<file path="config.mk">
export PLATFORM = sky130hd
export DESIGN_NAME = alu_control_mdu
export DESIGN_NICKNAME = d
export VERILOG_FILES = /design/src/rtl/alu_pkg.sv /design/src/rtl/mdu_seq.sv /design/src/rtl/alu_control_mdu.sv
export SDC_FILE = /design/constraint.sdc
export NUM_CORES = 1
export LEC_CHECK = 0
export CAP_MARGIN = 40
export CORE_ASPECT_RATIO = 1.1
export CORE_MARGIN = 4
export CORE_UTILIZATION = 53
export DETAILED_ROUTE_END_ITERATION = 16
export GPL_ROUTABILITY_DRIVEN = 0
export HOLD_SLACK_MARGIN = 0.1
export PLACE_DENSITY = 0.85
export SLEW_MARGIN = 15
export SYNTH_ARGS = -nofsm -noshare
export SYNTH_HDL_FRONTEND = slang
export SYNTH_SLANG_ARGS = --single-unit
</file>
<file path="constraint.sdc">
create_clock -name clk -period 3.8 [get_ports clk]
set_input_delay 0.76 -clock clk [delete_from_list [all_inputs] [get_ports clk]]
set_output_delay 0.76 -clock clk [all_outputs]
set_load 0.01 [all_outputs]
</file>
<file path="src/rtl/alu_pkg.sv">
// ---------------------------------------------------------------------------
// alu_pkg: ALU control encodings, funct constants and MDU FSM states. Rev 1.0
// ---------------------------------------------------------------------------
`default_nettype none
package alu_pkg;

  localparam logic [2:0] ALU_AND = 3'b000;
  localparam logic [2:0] ALU_OR  = 3'b001;
  localparam logic [2:0] ALU_ADD = 3'b010;
  localparam logic [2:0] ALU_SUB = 3'b100;
  localparam logic [2:0] ALU_MUL = 3'b101;
  localparam logic [2:0] ALU_SLT = 3'b110;

  localparam logic [5:0] F_ADD   = 6'b100000;
  localparam logic [5:0] F_SUB   = 6'b100010;
  localparam logic [5:0] F_AND   = 6'b100100;
  localparam logic [5:0] F_OR    = 6'b100101;
  localparam logic [5:0] F_SLT   = 6'b101010;
  localparam logic [5:0] F_MUL   = 6'b011100;
  localparam logic [5:0] F_MFHI  = 6'b010000;
  localparam logic [5:0] F_MFLO  = 6'b010010;
  localparam logic [5:0] F_MULTU = 6'b011001;
  localparam logic [5:0] F_DIVU  = 6'b011011;

  localparam logic [1:0] HILO_NONE = 2'b00;
  localparam logic [1:0] HILO_HI   = 2'b01;
  localparam logic [1:0] HILO_LO   = 2'b10;

  typedef enum logic [1:0] {
    S_IDLE = 2'd0,
    S_BUSY = 2'd1,
    S_DONE = 2'd2
  } mdu_state_e;

  function automatic logic [2:0] alu_decode(input logic [1:0] op, input logic [5:0] funct);
    logic [2:0] r;
    r = ALU_ADD;
    if (op == 2'b01) begin
      r = ALU_SUB;
    end else if (op == 2'b10) begin
      case (funct)
        F_SUB:   r = ALU_SUB;
        F_AND:   r = ALU_AND;
        F_OR:    r = ALU_OR;
        F_SLT:   r = ALU_SLT;
        F_MUL:   r = ALU_MUL;
        default: r = ALU_ADD;
      endcase
    end
    return r;
  endfunction

endpackage
`default_nettype wire

</file>
<file path="src/rtl/mdu_seq.sv">
// ---------------------------------------------------------------------------
// mdu_seq: iterative unsigned shift-add multiply / restoring divide (one bit
// per cycle). Divide datapath present only with MDU_DIV_EN. Rev 1.0
// ---------------------------------------------------------------------------
`default_nettype none
module mdu_seq #(
  parameter int WIDTH = 32
) (
  input  logic             clk,
  input  logic             reset,
  input  logic             start_i,
  input  logic             div_i,
  input  logic             busy_i,
  input  logic [WIDTH-1:0] a_i,
  input  logic [WIDTH-1:0] b_i,
  output logic             last_o,
  output logic [WIDTH-1:0] hi_o,
  output logic [WIDTH-1:0] lo_o
);
  localparam int CW = $clog2(WIDTH + 1);

  logic [2*WIDTH-1:0] work_q;
  logic [2*WIDTH-1:0] work_d;
  logic [2*WIDTH-1:0] mul_next;
  logic [WIDTH-1:0]   opnd_q;
  logic [WIDTH-1:0]   hi_q;
  logic [WIDTH-1:0]   lo_q;
  logic [CW-1:0]      cnt_q;
  logic [WIDTH:0]     mul_sum;

  // Multiplier sits in the low half and is consumed LSB-first; the carry of
  // each partial add is kept by shifting it into the top of the product.
  assign mul_sum  = {1'b0, work_q[2*WIDTH-1:WIDTH]} + (work_q[0] ? {1'b0, opnd_q} : '0);
  assign mul_next = {mul_sum, work_q[WIDTH-1:1]};

`ifdef MDU_DIV_EN
  logic               div_q;
  logic [WIDTH:0]     div_rem;
  logic [WIDTH-1:0]   div_diff;
  logic               div_ge;
  logic [2*WIDTH-1:0] div_next;

  // Partial remainder shifted left with the next dividend bit; a zero divisor
  // always "fits", which naturally yields all-ones quotient and rem = dividend.
  assign div_rem  = work_q[2*WIDTH-1:WIDTH-1];
  assign div_ge   = (div_rem >= {1'b0, opnd_q});
  assign div_diff = div_rem[WIDTH-1:0] - opnd_q;
  assign div_next = {(div_ge ? div_diff : div_rem[WIDTH-1:0]), work_q[WIDTH-2:0], div_ge};
  assign work_d   = div_q ? div_next : mul_next;

  always_ff @(posedge clk) begin
    if (reset) begin
      div_q <= 1'b0;
    end else if (start_i) begin
      div_q <= div_i;
    end
  end
`else
  logic unused_div;
  assign unused_div = div_i;
  assign work_d     = mul_next;
`endif

  assign last_o = busy_i && (cnt_q == CW'(WIDTH - 1));
  assign hi_o   = hi_q;
  assign lo_o   = lo_q;

  always_ff @(posedge clk) begin
    if (reset) begin
      work_q <= '0;
      opnd_q <= '0;
      cnt_q  <= '0;
      hi_q   <= '0;
      lo_q   <= '0;
    end else if (start_i) begin
      work_q <= {{WIDTH{1'b0}}, a_i};
      opnd_q <= b_i;
      cnt_q  <= '0;
    end else if (busy_i) begin
      work_q <= work_d;
      cnt_q  <= cnt_q + CW'(1);
      if (last_o) begin
        {hi_q, lo_q} <= work_d;
      end
    end
  end

endmodule
`default_nettype wire

</file>
<file path="src/rtl/alu_control_mdu.sv">
// ---------------------------------------------------------------------------
// alu_control_mdu: ALU control decode plus IDLE/BUSY/DONE sequencing of the
// multi-cycle MULTU/DIVU unit. DIVU enabled by macro MDU_DIV_EN. Rev 1.0
// ---------------------------------------------------------------------------
`default_nettype none
module alu_control_mdu
  import alu_pkg::*;
#(
  parameter int WIDTH = 32
) (
  input  logic             clk,
  input  logic             reset,
  input  logic [1:0]       ALUOp,
  input  logic [5:0]       Function,
  input  logic             valid,
  input  logic [WIDTH-1:0] rs_val,
  input  logic [WIDTH-1:0] rt_val,
  output logic [2:0]       ALU_Control,
  output logic [1:0]       hilo_rd,
  output logic             stall,
  output logic             done,
  output logic [WIDTH-1:0] hi,
  output logic [WIDTH-1:0] lo
);
  mdu_state_e state_q;
  logic       w_rtype;
  logic       w_is_div;
  logic       w_start;
  logic       w_busy;
  logic       w_last;

  assign w_rtype = (ALUOp == 2'b10);
`ifdef MDU_DIV_EN
  assign w_is_div = (Function == F_DIVU);
`else
  assign w_is_div = 1'b0;
`endif
  assign w_start = !reset && valid && w_rtype && (state_q == S_IDLE)
                   && ((Function == F_MULTU) || w_is_div);
  assign w_busy  = (state_q == S_BUSY);

  always_comb begin
    ALU_Control = alu_decode(ALUOp, Function);
    hilo_rd     = HILO_NONE;
    if (w_rtype && (Function == F_MFHI)) hilo_rd = HILO_HI;
    if (w_rtype && (Function == F_MFLO)) hilo_rd = HILO_LO;
  end

  // Reset masks the handshake outputs in the same cycle it is asserted.
  assign stall = !reset && (w_start || w_busy);
  assign done  = !reset && (state_q == S_DONE);

  always_ff @(posedge clk) begin
    if (reset) begin
      state_q <= S_IDLE;
    end else begin
      case (state_q)
        S_IDLE:  if (w_start) state_q <= S_BUSY;
        S_BUSY:  if (w_last)  state_q <= S_DONE;
        default: state_q <= S_IDLE;
      endcase
    end
  end

  mdu_seq #(
    .WIDTH(WIDTH)
  ) u_mdu_seq (
    .clk     (clk),
    .reset   (reset),
    .start_i (w_start),
    .div_i   (w_is_div),
    .busy_i  (w_busy),
    .a_i     (rs_val),
    .b_i     (rt_val),
    .last_o  (w_last),
    .hi_o    (hi),
    .lo_o    (lo)
  );

endmodule
`default_nettype wire

</file>
# --- Word level (Yosys, flattened, before mapping) ---
# Cells that the tools add are included.
classes:
  add_sub_neg: 2
  multipliers: 0
  div_mod_pow: 0
  magnitude_cmp: 0
  eq_ne: 15
  n_shift: 0
  mux: 11
  n_bitwise: 1
  n_reduce_logical: 16
ops:
  columns: ["operator", "count"]
  rows:
  - ["$mux W32", 3]
  - ["$add A32 B32 Y33", 1]
  - ["$eq A6 B5 Y1 const B", 5]
  - ["$eq A6 B6 Y1 const B", 4]
  - ["$pmux W3 S5", 1]
  - ["$logic_and A1 B1 Y1", 9]
  - ["$add A6 B1 Y6 const B", 1]
  - ["$mux W2", 3]
  - ["$mux W3", 2]
  - ["$eq A2 B1 Y1 const B", 2]
  - ["$eq A2 B2 Y1 const B", 2]
  - ["$ne A2 B2 Y1 const B", 2]
  - ["$pmux W2 S2", 1]
  - ["$reduce_and A3 Y1", 1]
  - ["$logic_not A2 Y1", 1]
  - ["$reduce_and A2 Y1", 1]
  - ["$reduce_bool A2 Y1", 1]
  - ["$reduce_or A2 Y1", 1]
  - ["$logic_not A1 Y1", 1]
  - ["$logic_or A1 B1 Y1", 1]
  - ["$mux W1", 1]
  - ["$not A1 Y1", 1]
word_totals:
  register_bits: 168
  latch_bits: 0
  ramBits: 0
  rom_bits: 0
  inputBits: 75
  output_inout_bits: 71
  memories: 0

# --- Depth between registers and ports, before layout ---
logic_depth:
  ltp_word: 7
  depth_mapped: 11
  mapped_depth_nobuf: 10

# --- Modules after synthesis ---
# From an unflattened synthesis, not the netlist that was laid out.
unflattened:
  cells_unflattened: 1051
  hier_area_um2: 8613.3
modules_own_cells:
  columns: ["mod", "n_inst", "cells_each", "area_each_um2", "seq_area_each_um2"]
  rows:
  - ["mdu_seq", 1, 1019, 8379.3, 3323.2]
  - ["alu_control_mdu", 1, 32, 234.0, 40.0]

# --- Least setup slack after synthesis ---
# OpenSTA, ideal clock, no wires.
synth_timing:
  path_type: "register to register"
  from: "reg u_mdu_seq.work_q[0]"
  to: "reg u_mdu_seq.work_q[57]"
  arrival_time_ns: 2.745
  path_slack_ns: 0.979
  path_stages_with_launch: 12
  n_path_buf: 1
  period_less_slack_ns: 2.821
  cell_sequence: "dfxtp_1 > clkbuf_1 > and2_1 > ha_1 > fa_1 > a21o_1 > a221oi_2 > o211a_1 > a21oi_1 > a21oi_1 > mux2_2 > o22ai_1"
synth_between:
  elab_chain_cells: 2
synth_lines:
  columns: ["element", "line", "text"]
  rows:
  - ["start: declaration", "mdu_seq.sv:22", "logic [2*WIDTH-1:0] work_q;"]
  - ["start signal: assignment", "mdu_seq.sv:76", "work_q <= {{WIDTH{1'b0}}, a_i};"]
  - ["start signal: assignment", "mdu_seq.sv:80", "work_q <= work_d;"]
  - ["$mux W32", "mdu_seq.sv:33", "assign mul_sum = {1'b0, work_q[2*WIDTH-1:WIDTH]} + (work_q[0] ? {1'b0, opnd_q} : '0);"]
  - ["$add A32 B32 Y33", "mdu_seq.sv:33", null]
# Every way passes these cells.
# A chain may end at the register's enable or synchronous reset.

# --- Worst setup path after layout ---
layout_timing:
  from: "in ALUOp[1]"
  to: "out stall"
layout_between:
  elab_chain_cells: 6
layout_lines:
  columns: ["element", "line", "text"]
  rows:
  - ["start: declaration", "alu_control_mdu.sv:13", "input logic [1:0] ALUOp,"]
  - ["$eq A2 B2 Y1", "alu_control_mdu.sv:32", "assign w_rtype = (ALUOp == 2'b10);"]
  - ["$logic_and A1 B1 Y1 (2 in a row)", "alu_control_mdu.sv:38", "assign w_start = !reset && valid && w_rtype && (state_q == S_IDLE)"]
  - ["$logic_and A1 B1 Y1", "alu_control_mdu.sv:39", "&& ((Function == F_MULTU) || w_is_div);"]
  - ["$logic_or A1 B1 Y1", "alu_control_mdu.sv:50", "assign stall = !reset && (w_start || w_busy);"]
  - ["$logic_and A1 B1 Y1", "alu_control_mdu.sv:50", null]
  - ["end: declaration", "alu_control_mdu.sv:20", "output logic stall,"]
# Every way passes these cells.

==> impl_metrics.toml <==
[run_status]
status = "finished clean"

[grt]
grtUsageMet2_pct = 42.21
globalRouteOverflowTotal = 0
grt_pass1_wl_um = 34980
antenna_found_initial = 0
grt_busiest_layer = "met2"
grt_pass1_vias = 7471
grt_max_degree = 77
use_met1_pct = 29.70
grt_usage_pct = 24.24
met3_usage_pct = 5.933

[worst_setup_path]
r2r-start = "u_mdu_seq.work_q[0]$_SDFFE_PP0N_"
worstPathArrival_ns = 2.58
cp_max_fo = 5
reg2reg_depth = 10
required_ns = 3.04
worst-r2r-setup-slack_ns = 0.67
critPathLaunchType = "primary input"
cp-end-kind = "output pin"
reg2reg_to = "u_mdu_seq.hi_o[31]$_SDFFE_PP0P_"
path_class = "primary input to output pin"

[clock_network]
clock-root-buffer = "clkbuf_16"
clk_pin_slew_ns = 0.07
cts_tree = "done"
post_cts_resized = 0
cts_setup_buffers = 0
clock_path_buffers = 2
cts_buffers = 17
clock-sinks = 168
ctsHoldBuffers = 0
cts_max_level = 4
clk_latency_ns = 0.44

[logic_synthesis]
synth_edf_count = 0
synth.net_count = 1158
ys.warnings.count = 0
synth-async-reset-ratio_pct = 0
synth_top_area_cell = "dfxtp_1"
ys_top_cells_by_count = "255 x nand2_1, 171 x a21oi_1, 168 x dfxtp_1"
syn-cell-area_sq_um = 8097
ys_types = 55
syn_area_per_cell_sq_um = 7.718
synthCells = 1049
synth-seq-cells = 168
synth_top_cell_area_share_pct = 41.54
yosysSeqAreaShare_pct = 41.54
yosysMostFrequentCell = "nand2_1"
ys.flop_type = "dfxtp_1"
synth_area_leaders = "dfxtp_1 42%, nand2_1 12%, a21oi_1 11%"

[layout]
fin_area_sq_um = 10230
finalNetCount = 1267
area_growth_pct = 26.36
final_util_pct = 68.23
antenna_cells = 0
drive_above_1_share_pct = 4.953
final_cells = 1367

[drt]
first_pass_iters = 8
drtAntennaViolNets = 0
via_per_inst = 5.754
wirelength_um = 21850
vias = 7866
wire_per_inst_um = 15.99
drcViolationCount = 0
drt_iter0_drc = 578

[floorplanning]
ios = 146
die_w_um = 125.8
die_area_sq_um = 17320
initial_utilization_pct = 53.99
core_area_sq_um = 15000
rows = 47
die_h_um = 137.6

[place]
place_inst = 1335
numPortBuffers = 145
dp_hpwl_um = 14870
placed_area_sq_um = 9654

[sta]
min_period_over_period_pct = 87.84
hold_violations = 0
rsz0062_at_grt = "no"
tns_ns = 0
worstMarginPinSlew_ns = 0.7668
maxSlewViolCount = 0
finalSetupViolations = 0
whs_ns = 0.4512
max_clock_freq_mhz = 299.6
fin_crit_ns = 3.338
skew_ns = 0.01486
maxSlewHeadroom_pct = 48.88

[hold_path]
min_delay_path_depth = 2
hold_class = "flop to flop"
hold_end = "u_mdu_seq.opnd_q[28]$_SDFFE_PP0P_"
min-delay-start = "u_mdu_seq.opnd_q[28]$_SDFFE_PP0P_"

[flow_run]
max-cap-violations = 0

[pwr]
p_seq_share_pct = 49.2
power.density_nw_per_um2 = 349.6
clockPowerShare_pct = 47.1
max-vdd-ir-drop_uv = 309.3
swShare_pct = 24.14
p_sw_uw = 863.5
p_comb_share_pct = 3.7
p_int_uw = 2713
power_leakage_uw = 0.003570
## cell type report
type / count / area (sq um)
Tap cell: 196 / 245.2
Inverter: 10 / 37.54
Multi-Input combinational cell: 802 / 4454
Clock inverter: 15 / 151.4
Clock buffer: 17 / 425.4
Sequential cell: 168 / 3363
Timing Repair Buffer: 159 / 1554
Fill cell: 1257 / 4765
## critical path: stages
cell and delay, ns:
clkdlybuf4s50_1 0.49, nand2_1 0.07, nor2_1 0.25, and4b_2 0.30
nor2_2 0.04, nor2_1 0.11, clkdlybuf4s50_1 0.55
## layer usage
metal | wire length, um | vias up
met5 | 0 | -
met4 | 378 | 0
met3 | 1265 | 34
met2 | 10870 | 244
met1 | 9337 | 3725
li1 | - | 3863
## per-stage QoR
stage,setup slack [ns],power [uW]
6_report,0.4619,3577
3_3_place_gp,0.5118,1932
4_1_cts,0.4646,3594
5_1_grt,0.3610,3677
2_1_floorplan,0.9792,1838
3_5_place_dp,0.4812,1932
## sequential cells by signal (all words and copies together) (netlist names)
signal	cells
u_mdu_seq.lo_o	32
u_mdu_seq.hi_o	32
u_mdu_seq.cnt_q	6
u_mdu_seq.opnd_q	32
u_mdu_seq.work_q	64
state_q	2
## power groups by stage
stage               registers, uW  logic (uW)  clock network (uW)
floorplan                    1800        37.2                   0
global placement             1800         131                   0
detailed placement           1800         131                   0
CTS                          1760         131                1700
global route                 1760         140                1780
finish                       1760         131                1680
## worst max-delay path by stage
stage	endpoint	slack (ns)	start	cells past startpoint
finish	stall	0.46	ALUOp[1]	7
global route	stall	0.36	Function[2]	6
CTS	stall	0.46	Function[4]	7
detailed placement	stall	0.48	ALUOp[1]	7
global placement	stall	0.51	Function[4]	7
floorplan	u_mdu_seq.work_q[57]$_SDFFE_PP0P_	0.98	u_mdu_seq.work_q[0]$_SDFFE_PP0N_	11
## cells by family after synthesis
group | count (synthesis) | synth area share, %
AND/OR/NAND/NOR | 433 | 24.26
AO/OA/AOI/OAI | 305 | 21.88
flip-flops | 168 | 41.54
buffers and inverters | 79 | 3.678
adder cells (fa/ha/maj) | 34 | 5.347
XOR/XNOR | 28 | 3.029
multiplexers | 2 | 0.2627
## layout by cell type, fill, tap and decap left out, types with 10 or more instances in the layout
master,instances
inv_1,10
ha_1,33
nand4_1,20
nand2_1,254
clkbuf_16,17
buf_4,15
and2_1,34
dfxtp_1,168
xor2_1,12
a22oi_1,31
nand3_1,20
a21oi_1,171
o21ai_0,41
nand3b_1,11
nor2_1,47
xnor2_1,16
clkdlybuf4s50_1,144
Note: power is estimated with default switching activity, not from simulation.
